[src/rtl/seg_scan_ctrl.sv]
// -----------------------------------------------------------------------------
// seg_scan_ctrl
//
// Hex display controller for a bank of seven-segment digits. A captured copy of
// the input value is decoded to segment patterns (with optional leading-zero
// blanking) and presented two ways:
//   * multiplexed: one digit at a time on seg/an, each digit owning a slot of
//     SCAN_DIV clocks whose first BLANK_CYC clocks are dark to suppress ghosting
//   * static: every digit at once on segs_all
//
// Parameters
//   DIGITS      number of hex digits (1..16)
//   SCAN_DIV    clocks per digit slot (>= 4)
//   BLANK_CYC   dark clocks at the start of each slot (< SCAN_DIV)
//   ACTIVE_LOW  1: seg, an and segs_all are inverted at the pins
//
// Ports
//   clk         clock, all state on rising edge
//   clr         asynchronous active-high reset
//   value       4*DIGITS nibbles, digit 0 in the least significant nibble
//   load        capture strobe for value
//   hold        freezes the captured value while high
//   blank_lz    leading-zero blanking enable
//   seg         scanned segments {g,f,e,d,c,b,a}, registered
//   an          one-hot digit enable, registered
//   segs_all    static segments, digit k at [7k+6:7k], registered
//   frame_done  one-clock pulse after the last slot of a frame (never inverted)
// -----------------------------------------------------------------------------
module seg_scan_ctrl #(
  parameter int DIGITS     = 8,
  parameter int SCAN_DIV   = 1024,
  parameter int BLANK_CYC  = 8,
  parameter bit ACTIVE_LOW = 1'b1
) (
  input  logic                  clk,
  input  logic                  clr,
  input  logic [4*DIGITS-1:0]   value,
  input  logic                  load,
  input  logic                  hold,
  input  logic                  blank_lz,
  output logic [6:0]            seg,
  output logic [DIGITS-1:0]     an,
  output logic [7*DIGITS-1:0]   segs_all,
  output logic                  frame_done
);

  localparam int SC_W  = $clog2(SCAN_DIV);
  localparam int IDX_W = (DIGITS > 1) ? $clog2(DIGITS) : 1;

  localparam logic [SC_W-1:0]  SC_LAST  = SC_W'(SCAN_DIV - 1);
  localparam logic [SC_W-1:0]  SC_BLANK = SC_W'(BLANK_CYC);
  localparam logic [IDX_W-1:0] IDX_LAST = IDX_W'(DIGITS - 1);

  // Inactive pin levels. Polarity is applied by XOR with these masks, so the
  // same constant doubles as the reset value of each output register.
  localparam logic [6:0]          SEG_OFF = ACTIVE_LOW ? 7'h7F : 7'h00;
  localparam logic [DIGITS-1:0]   AN_OFF  = ACTIVE_LOW ? {DIGITS{1'b1}} : {DIGITS{1'b0}};
  localparam logic [7*DIGITS-1:0] ALL_OFF = ACTIVE_LOW ? {(7*DIGITS){1'b1}} : {(7*DIGITS){1'b0}};

  // Active-high hex to {g,f,e,d,c,b,a}.
  function automatic logic [6:0] seg7_decode(input logic [3:0] nib);
    logic [6:0] s;
    case (nib)
      4'h0: s = 7'h3F;
      4'h1: s = 7'h06;
      4'h2: s = 7'h5B;
      4'h3: s = 7'h4F;
      4'h4: s = 7'h66;
      4'h5: s = 7'h6D;
      4'h6: s = 7'h7D;
      4'h7: s = 7'h07;
      4'h8: s = 7'h7F;
      4'h9: s = 7'h6F;
      4'hA: s = 7'h77;
      4'hB: s = 7'h7C;
      4'hC: s = 7'h39;
      4'hD: s = 7'h5E;
      4'hE: s = 7'h79;
      default: s = 7'h71;
    endcase
    return s;
  endfunction

  logic [4*DIGITS-1:0] cap_q, cap_d;
  logic [SC_W-1:0]     sc_q, sc_d;
  logic [IDX_W-1:0]    idx_q, idx_d;
  logic                frame_q, frame_d;
  logic [6:0]          seg_q, seg_d;
  logic [DIGITS-1:0]   an_q, an_d;
  logic [7*DIGITS-1:0] all_q, all_d;

  logic                sc_wrap;
  logic [IDX_W-1:0]    top_nz;
  logic [7*DIGITS-1:0] dec_all;
  logic [6:0]          dig_sel;

  // ---------------------------------------------------------------------------
  // Capture register
  // ---------------------------------------------------------------------------
  always_comb begin
    cap_d = cap_q;
    if (load && !hold) begin
      cap_d = value;
    end
  end

  always_ff @(posedge clk or posedge clr) begin
    if (clr) begin
      cap_q <= '0;
    end else begin
      cap_q <= cap_d;
    end
  end

  // ---------------------------------------------------------------------------
  // Decode with leading-zero blanking
  // ---------------------------------------------------------------------------
  // top_nz ends at the highest nonzero digit, or 0 when cap is all zero, so
  // digit 0 can never be blanked and a zero value still shows a single "0".
  always_comb begin
    top_nz = '0;
    for (int k = 0; k < DIGITS; k++) begin
      if (cap_q[4*k +: 4] != 4'h0) begin
        top_nz = IDX_W'(k);
      end
    end
  end

  always_comb begin
    dec_all = '0;
    for (int k = 0; k < DIGITS; k++) begin
      if (blank_lz && (IDX_W'(k) > top_nz)) begin
        dec_all[7*k +: 7] = 7'h00;
      end else begin
        dec_all[7*k +: 7] = seg7_decode(cap_q[4*k +: 4]);
      end
    end
  end

  // Compare-select rather than a variable index, so a non-power-of-two DIGITS
  // never reads past the end of dec_all.
  always_comb begin
    dig_sel = 7'h00;
    for (int k = 0; k < DIGITS; k++) begin
      if (idx_q == IDX_W'(k)) begin
        dig_sel = dec_all[7*k +: 7];
      end
    end
  end

  // ---------------------------------------------------------------------------
  // Slot counter and digit index
  // ---------------------------------------------------------------------------
  always_comb begin
    sc_wrap = (sc_q == SC_LAST);
    sc_d    = sc_wrap ? '0 : sc_q + SC_W'(1);
    idx_d   = idx_q;
    if (sc_wrap) begin
      idx_d = (idx_q == IDX_LAST) ? '0 : idx_q + IDX_W'(1);
    end
    // Registered, so the pulse lands on the cycle after the last wrap.
    frame_d = sc_wrap && (idx_q == IDX_LAST);
  end

  always_ff @(posedge clk or posedge clr) begin
    if (clr) begin
      sc_q    <= '0;
      idx_q   <= '0;
      frame_q <= 1'b0;
    end else begin
      sc_q    <= sc_d;
      idx_q   <= idx_d;
      frame_q <= frame_d;
    end
  end

  // ---------------------------------------------------------------------------
  // Output registers (pin polarity applied here)
  // ---------------------------------------------------------------------------
  always_comb begin
    an_d  = '0;
    seg_d = 7'h00;
    if (sc_q >= SC_BLANK) begin
      for (int k = 0; k < DIGITS; k++) begin
        an_d[k] = (idx_q == IDX_W'(k));
      end
      seg_d = dig_sel;
    end
    all_d = dec_all;
  end

  always_ff @(posedge clk or posedge clr) begin
    if (clr) begin
      seg_q <= SEG_OFF;
      an_q  <= AN_OFF;
      all_q <= ALL_OFF;
    end else begin
      seg_q <= seg_d ^ SEG_OFF;
      an_q  <= an_d ^ AN_OFF;
      all_q <= all_d ^ ALL_OFF;
    end
  end

  assign seg        = seg_q;
  assign an         = an_q;
  assign segs_all   = all_q;
  assign frame_done = frame_q;

endmodule

[config.mk]
export PLATFORM = sky130hd
export DESIGN_NAME = seg_scan_ctrl
export DESIGN_NICKNAME = d
export VERILOG_FILES = /design/src/rtl/seg_scan_ctrl.sv
export SDC_FILE = /design/constraint.sdc
export NUM_CORES = 1
export LEC_CHECK = 0
export CORE_MARGIN = 2
export CORE_UTILIZATION = 31
export CTS_CLUSTER_DIAMETER = 200
export DETAILED_ROUTE_END_ITERATION = 8
export SETUP_SLACK_MARGIN = 0.02
export SYNTH_ARGS = -nofsm -noshare
export SYNTH_HDL_FRONTEND = slang
export SYNTH_SLANG_ARGS = --single-unit
export TNS_END_PERCENT = 5
[constraint.sdc]
create_clock -name clk -period 3.4 [get_ports clk]
set_clock_uncertainty 0.15 [all_clocks]
set_input_delay 0.34 -clock clk [delete_from_list [all_inputs] [get_ports clk]]
set_output_delay 0.34 -clock clk [all_outputs]
set_load 0.05 [all_outputs]
==> flow_metrics.env, run 1 <==
export IMPL_run_status="completed"
export IMPL_wl_per_cell_um=16.9
export IMPL_tightest_slew_ns=0.694
export IMPL_fin_tns_setup_ns=0
export IMPL_syn_avg_cell_area_sq_um=9.90
export IMPL_final_hold_violation_count=0
export IMPL_worst_ir_drop_vdd_uv=354
export IMPL_fin_total_pwr_w=0.00552
export IMPL_pwr_density_cell_nw_per_um2=649
export IMPL_synth_seq_area_share=0.461
export IMPL_cp_arrival_ns=2.98
export IMPL_dieHeight_um=149
export IMPL_first_pass_iters=6
export IMPL_antenna_cells=0
export IMPL_cts_max_level=4
export IMPL_hp_class="in2async"
export IMPL_synthArstFlopShare=1.00
export IMPL_reg2reg_depth=9
export IMPL_ys_types=65
export IMPL_start_util=0.313
export IMPL_drt_wl_total_um=17700
export IMPL_max_cap_violations=0
export IMPL_drtIter0Drc=457
export IMPL_critPathLaunchType="register"
export IMPL_synth_edff_count=0
export IMPL_worstReg2RegStart="cap_q[9]"
export IMPL_via_per_inst=5.07
export IMPL_slowest_stage="or3b_2"
export IMPL_ff2ff_setup_slack_ns=0.60
export IMPL_grt_max_degree=118
export IMPL_ios=109
export IMPL_clk_pin_slew_worst_paths_ns=0.05
export IMPL_drive_gt1_frac=0.179
export IMPL_p_leak_nw=3.55
export IMPL_grt_pass1_wl_um=27800
export IMPL_layout_commonest_cell="clkdlybuf4s50_1"
export IMPL_synth_nets=746
export IMPL_period_share=0.824
export IMPL_die_x_um=149
export IMPL_cp_startpoint="cap_q[9]"
export IMPL_root_buffer="clkbuf_16"
export IMPL_clk_insertion_delay_late_ns=0.42
export IMPL_timing_rr_end="seg[0]"
export IMPL_fill_cells=2047
export IMPL_cts_buffer_depth=2
export IMPL_synth_cells=661
export IMPL_fp_row_count=53
export IMPL_ys_seq_elements=117
export IMPL_cts_tree="done"
export IMPL_yosys_most_used_dff="dfstp_2"
export IMPL_maxSlewHeadroom=0.535
export IMPL_drv_slew=0
export IMPL_layout_common_cells="clkdlybuf4s50_1 (108), nand2_1 (83), dfstp_2 (71)"
export IMPL_drc=0
export IMPL_max_freq_ghz=0.357
export IMPL_hold_ws_ns=0.302
export IMPL_grt_usage=0.164
export IMPL_dieArea_sq_um=22300
export IMPL_gr_total_overflow=0
export IMPL_post_route_util=0.407
export IMPL_vias=5309
export IMPL_syn_area_sq_um=6540
export IMPL_clkSinkCount=117
export IMPL_cp_required_ns=3.58
export IMPL_grt_pass1_vias=5128
export IMPL_stdcell_area_sq_um=8490
export IMPL_place_port_buffers=108
export IMPL_final_antenna_net_count=0
export IMPL_gp_congestion=0.885
export IMPL_rsz0062_at_grt="no"
export IMPL_max_stage_delay_ns=0.48
export IMPL_finalSetupViolations=0
export IMPL_post_cts_resized=0
export IMPL_core_sq_um=20900
export IMPL_timing_critical_path_to="seg[0]"
export IMPL_cts_setup_buffers=0
export IMPL_yosysWarnings=0
export IMPL_end_kind="register"
export IMPL_area_growth_pct=29.8
export IMPL_ctsHoldBuffers=0
export IMPL_cts_buffers_inserted=17
export IMPL_place_detailed_hpwl_um=13200
export IMPL_path_cells="inv_1 -> ha_1 -> or3b_2 -> o211a_1 -> o211ai_1 -> buf_4 -> a31oi_1 -> a211oi_1 -> o21ai_0"
export IMPL_placed_area_sq_um=7910
export IMPL_finalCriticalPeriod_ns=2.80
export IMPL_antenna_found_initial=0
export IMPL_nets=845
export IMPL_path_max_fanout=14
export IMPL_crit_type="reg2reg"
==> cell type report <==
type	instances	area (sq um)	area share
inverter	39	150	0.0177
clock buffer	21	450	0.0530
multi-input combinational	468	3240	0.381
tap	275	344	0.0405
sequential	117	3020	0.355
timing repair buffer	117	1160	0.137
clock inverter	11	133	0.0156
==> state kept, by name, indices dropped and copies added (netlist names) <==
register and count:
segs_all 56, cap_q 32, sc_q 10, an 8, seg 7, idx_q 3
frame_done 1
==> how the worst min path moves through the flow <==
stage / startpoint / to / slack, ns / depth (start not counted)
after global placement: sc_q[2] / sc_q[2] / 0.35 / 1
after detailed placement: sc_q[2] / sc_q[2] / 0.35 / 1
final: clr / cap_q[10] / 0.30 / 3
after floorplan: value[0] / cap_q[0] / 0.31 / 2
after CTS: value[7] / cap_q[7] / 0.32 / 3
after global routing: value[0] / cap_q[0] / 0.35 / 3
==> synth_stat cells, types with 10 or more instances <==
cell type  instances  share of area
ha_1              48          0.092
inv_1             39          0.022
nor3_1            11         0.0084
nor2b_1           19          0.018
dfrtp_1           46           0.18
nand4_1           10         0.0096
clkbuf_1          33          0.019
nand3_1           20          0.015
o21ai_0           44          0.034
nand2_1           83          0.048
o211ai_1          23          0.026
nor2_1            36          0.021
mux2_2            13          0.022
a31oi_1           10         0.0096
nand2b_1          18          0.017
mux2i_1           13          0.020
dfstp_2           71           0.29
a21oi_1           17          0.013
==> power breakdown <==
group	switching, W	internal, W
logic	0.00115	0.000631
clock network	0.000632	0.00116
registers	0.000203	0.00174
total	0.00199	0.00353
==> routing by layer <==
| metal | share of wire | vias up | routed length [um] | global-route usage |
|---|---|---|---|---|
| li1 | - | 2556 | - | - |
| met1 | 0.45 | 2558 | 8030 | 0.221 |
| met2 | 0.47 | 166 | 8220 | 0.253 |
| met3 | 0.055 | 29 | 964 | 0.0321 |
| met4 | 0.026 | 0 | 462 | 0.0781 |
| met5 | 0 | - | 0 | 0 |
==> cell families after synthesis <==
family | after synthesis | synth area share
adders and majority gates | 48 | 0.0918
DFF | 117 | 0.461
xor gates and xnor gates | 7 | 0.00937
buffers and inverters | 76 | 0.0451
and+or+nand+nor | 227 | 0.175
muxes | 29 | 0.0526
AOI/OAI and AO/OA | 157 | 0.165
==> critical path: cells and delay by family (launching register included) <==
family,cells,cell delay (ns)
fa+ha+maj,1,0.24
flops,1,0.41
simple gates,1,0.48
compound gates,5,1.05
buf+inv,2,0.36
==> through the flow <==
step / cells / worst slack [ns]
floorplan: 661 / 1.01
global placement: 1016 / 0.607
detailed placement: 1016 / 0.633
CTS: 1048 / 0.615
global route: 1048 / 0.447
finish: 1048 / 0.597
Power figures use the tool's default switching activity.
==> run 2: changes to the inputs <==
==> constraint.sdc (replaced) <==
create_clock -name clk -period 2.4 [get_ports clk]
set_clock_uncertainty 0.15 [all_clocks]
set_input_delay 0.24 -clock clk [delete_from_list [all_inputs] [get_ports clk]]
set_output_delay 0.24 -clock clk [all_outputs]
set_load 0.05 [all_outputs]
==> flow_metrics.env, run 2 (synthesis results as in run 1) <==
export IMPL_start_util=0.313
export IMPL_hp_class="in2async"
export IMPL_drive_gt1_frac=0.296
export IMPL_antenna_found_initial=0
export IMPL_period_share=0.961
export IMPL_path_cells="inv_2 -> ha_4 -> or3b_4 -> o211a_1 -> o211ai_1 -> buf_4 -> buf_6 -> nand3_2 -> o211ai_1 -> a21oi_1"
export IMPL_crit_type="reg2reg"
export IMPL_drc=0
export IMPL_max_stage_delay_ns=0.39
export IMPL_place_port_buffers=108
export IMPL_nets=944
export IMPL_layout_commonest_cell="clkdlybuf4s50_1"
export IMPL_clk_pin_slew_worst_paths_ns=0.05
export IMPL_run_status="completed"
export IMPL_first_pass_iters=5
export IMPL_drt_wl_total_um=17800
export IMPL_wl_per_cell_um=15.6
export IMPL_cts_buffer_depth=2
export IMPL_pwr_density_cell_nw_per_um2=877
export IMPL_maxSlewHeadroom=0.556
export IMPL_final_antenna_net_count=0
export IMPL_core_sq_um=20900
export IMPL_p_leak_nw=4.08
export IMPL_end_kind="register"
export IMPL_die_x_um=149
export IMPL_dieArea_sq_um=22300
export IMPL_crit_top_cell="o211ai_1"
export IMPL_largest_reg_flops=56
export IMPL_grt_pass1_wl_um=29100
export IMPL_max_cap_violations=0
export IMPL_hold_ws_ns=0.151
export IMPL_clkSinkCount=117
export IMPL_place_detailed_hpwl_um=13500
export IMPL_max_freq_ghz=0.434
export IMPL_rsz0062_at_grt="yes"
export IMPL_cp_required_ns=2.59
export IMPL_grt_pass1_vias=5520
export IMPL_critPathLaunchType="register"
export IMPL_fp_row_count=53
export IMPL_drv_slew=0
export IMPL_final_hold_violation_count=0
export IMPL_cts_buffers_inserted=17
export IMPL_finalCriticalPeriod_ns=2.31
export IMPL_cts_tree="done"
export IMPL_clk_insertion_delay_late_ns=0.43
export IMPL_placed_area_sq_um=8660
export IMPL_grt_usage=0.170
export IMPL_dieHeight_um=149
export IMPL_path_max_fanout=5
export IMPL_antenna_cells=0
export IMPL_gr_total_overflow=0
export IMPL_grt_max_degree=118
export IMPL_cp_arrival_ns=2.50
export IMPL_finalSetupViolations=0
export IMPL_slowest_stage="dfrtp_1"
export IMPL_area_growth_pct=43.6
export IMPL_layout_common_cells="clkdlybuf4s50_1 (108), buf_4 (104), nand2_1 (82)"
export IMPL_drtIter0Drc=468
export IMPL_gp_congestion=0.907
export IMPL_tightest_slew_ns=0.666
export IMPL_via_per_inst=4.91
export IMPL_worst_ir_drop_vdd_uv=429
export IMPL_cts_max_level=4
export IMPL_root_buffer="clkbuf_16"
export IMPL_stdcell_area_sq_um=9390
export IMPL_ios=109
export IMPL_vias=5637
## run 2: layout make-up
cell class	instances	area [sq um]
clock buffers	24	492
fillers	1999	11500
well taps	275	344
flip-flops and latches	117	3020
multi-input cells	468	3340
clock inverters	8	123
inverters	39	150
repair buffers	216	1920
## run 2: stage by stage
| step | TNS [ns] | worst slack [ns] | utilization | total power (W) | instances |
|---|---|---|---|---|---|
| 2_1_floorplan | 0 | 0.00920 | - | 0.00444 | 661 |
| 3_3_place_gp | -0.211 | -0.0668 | 0.414 | 0.00559 | 1114 |
| 3_5_place_dp | -0.599 | -0.172 | 0.414 | 0.00560 | 1114 |
| 4_1_cts | -0.0103 | -0.0103 | 0.445 | 0.00830 | 1146 |
| 5_1_grt | -0.147 | -0.0347 | 0.450 | 0.00863 | 1147 |
| 6_report | 0 | 0.0933 | 0.450 | 0.00823 | 1147 |
## run 2: final timing paths
path,slack [ns],start,endpoint,cells past startpoint
worst max-delay path,0.09,cap_q[9],seg[6],10
max in group asynchronous,1.41,clr,cap_q[8],3
worst min register to register,0.36,sc_q[2],sc_q[2],1
worst max register to register,0.09,cap_q[9],seg[6],10
min in group clk,0.23,value[20],cap_q[20],3
worst min-delay path,0.15,clr,cap_q[9],3
## run 2: power breakdown
| group | switching, W | internal, W |
|---|---|---|
| sequential | 0.000144 | 0.00246 |
| clock | 0.000898 | 0.00174 |
| combinational | 0.00183 | 0.00116 |
| total | 0.00287 | 0.00536 |
## run 2: layer usage
metal | part of all wire | track usage
met5 | 0 | 0
met1 | 0.46 | 0.230
met2 | 0.48 | 0.268
met3 | 0.045 | 0.0370
met4 | 0.020 | 0.0662
## run 2: worst max-delay path: cells and delay by family (launching register included)
family	cells	cell delay, ns
adders and majority gates	1	0.16
AOI/OAI and AO/OA	4	0.71
and+or+nand+nor	2	0.43
buffers and inverters	3	0.38
DFF	1	0.39
## run 2: timing repair
| action | 4_1_cts | 5_1_grt |
|---|---|---|
| hold endpoints to repair | 0 | 0 |
| setup buffers | 0 | 1 |
| endpoints found under the setup margin | 7 | 7 |
| pin swaps | 2 | 14 |
| resized for setup | 10 | 18 |
| hold buffers | 0 | 0 |
==> run 3: changes to the inputs <==
--- a/config.mk
+++ b/config.mk
@@ -7,7 +7,7 @@
 export LEC_CHECK = 0
 export CORE_MARGIN = 2
 export CORE_UTILIZATION = 31
-export CTS_CLUSTER_DIAMETER = 200
+export CTS_CLUSTER_DIAMETER = 30
 export DETAILED_ROUTE_END_ITERATION = 8
 export SETUP_SLACK_MARGIN = 0.02
 export SYNTH_ARGS = -nofsm -noshare
==> results of run 3 <==
The final DEF is identical to that of run 2; final timing and power are the same.
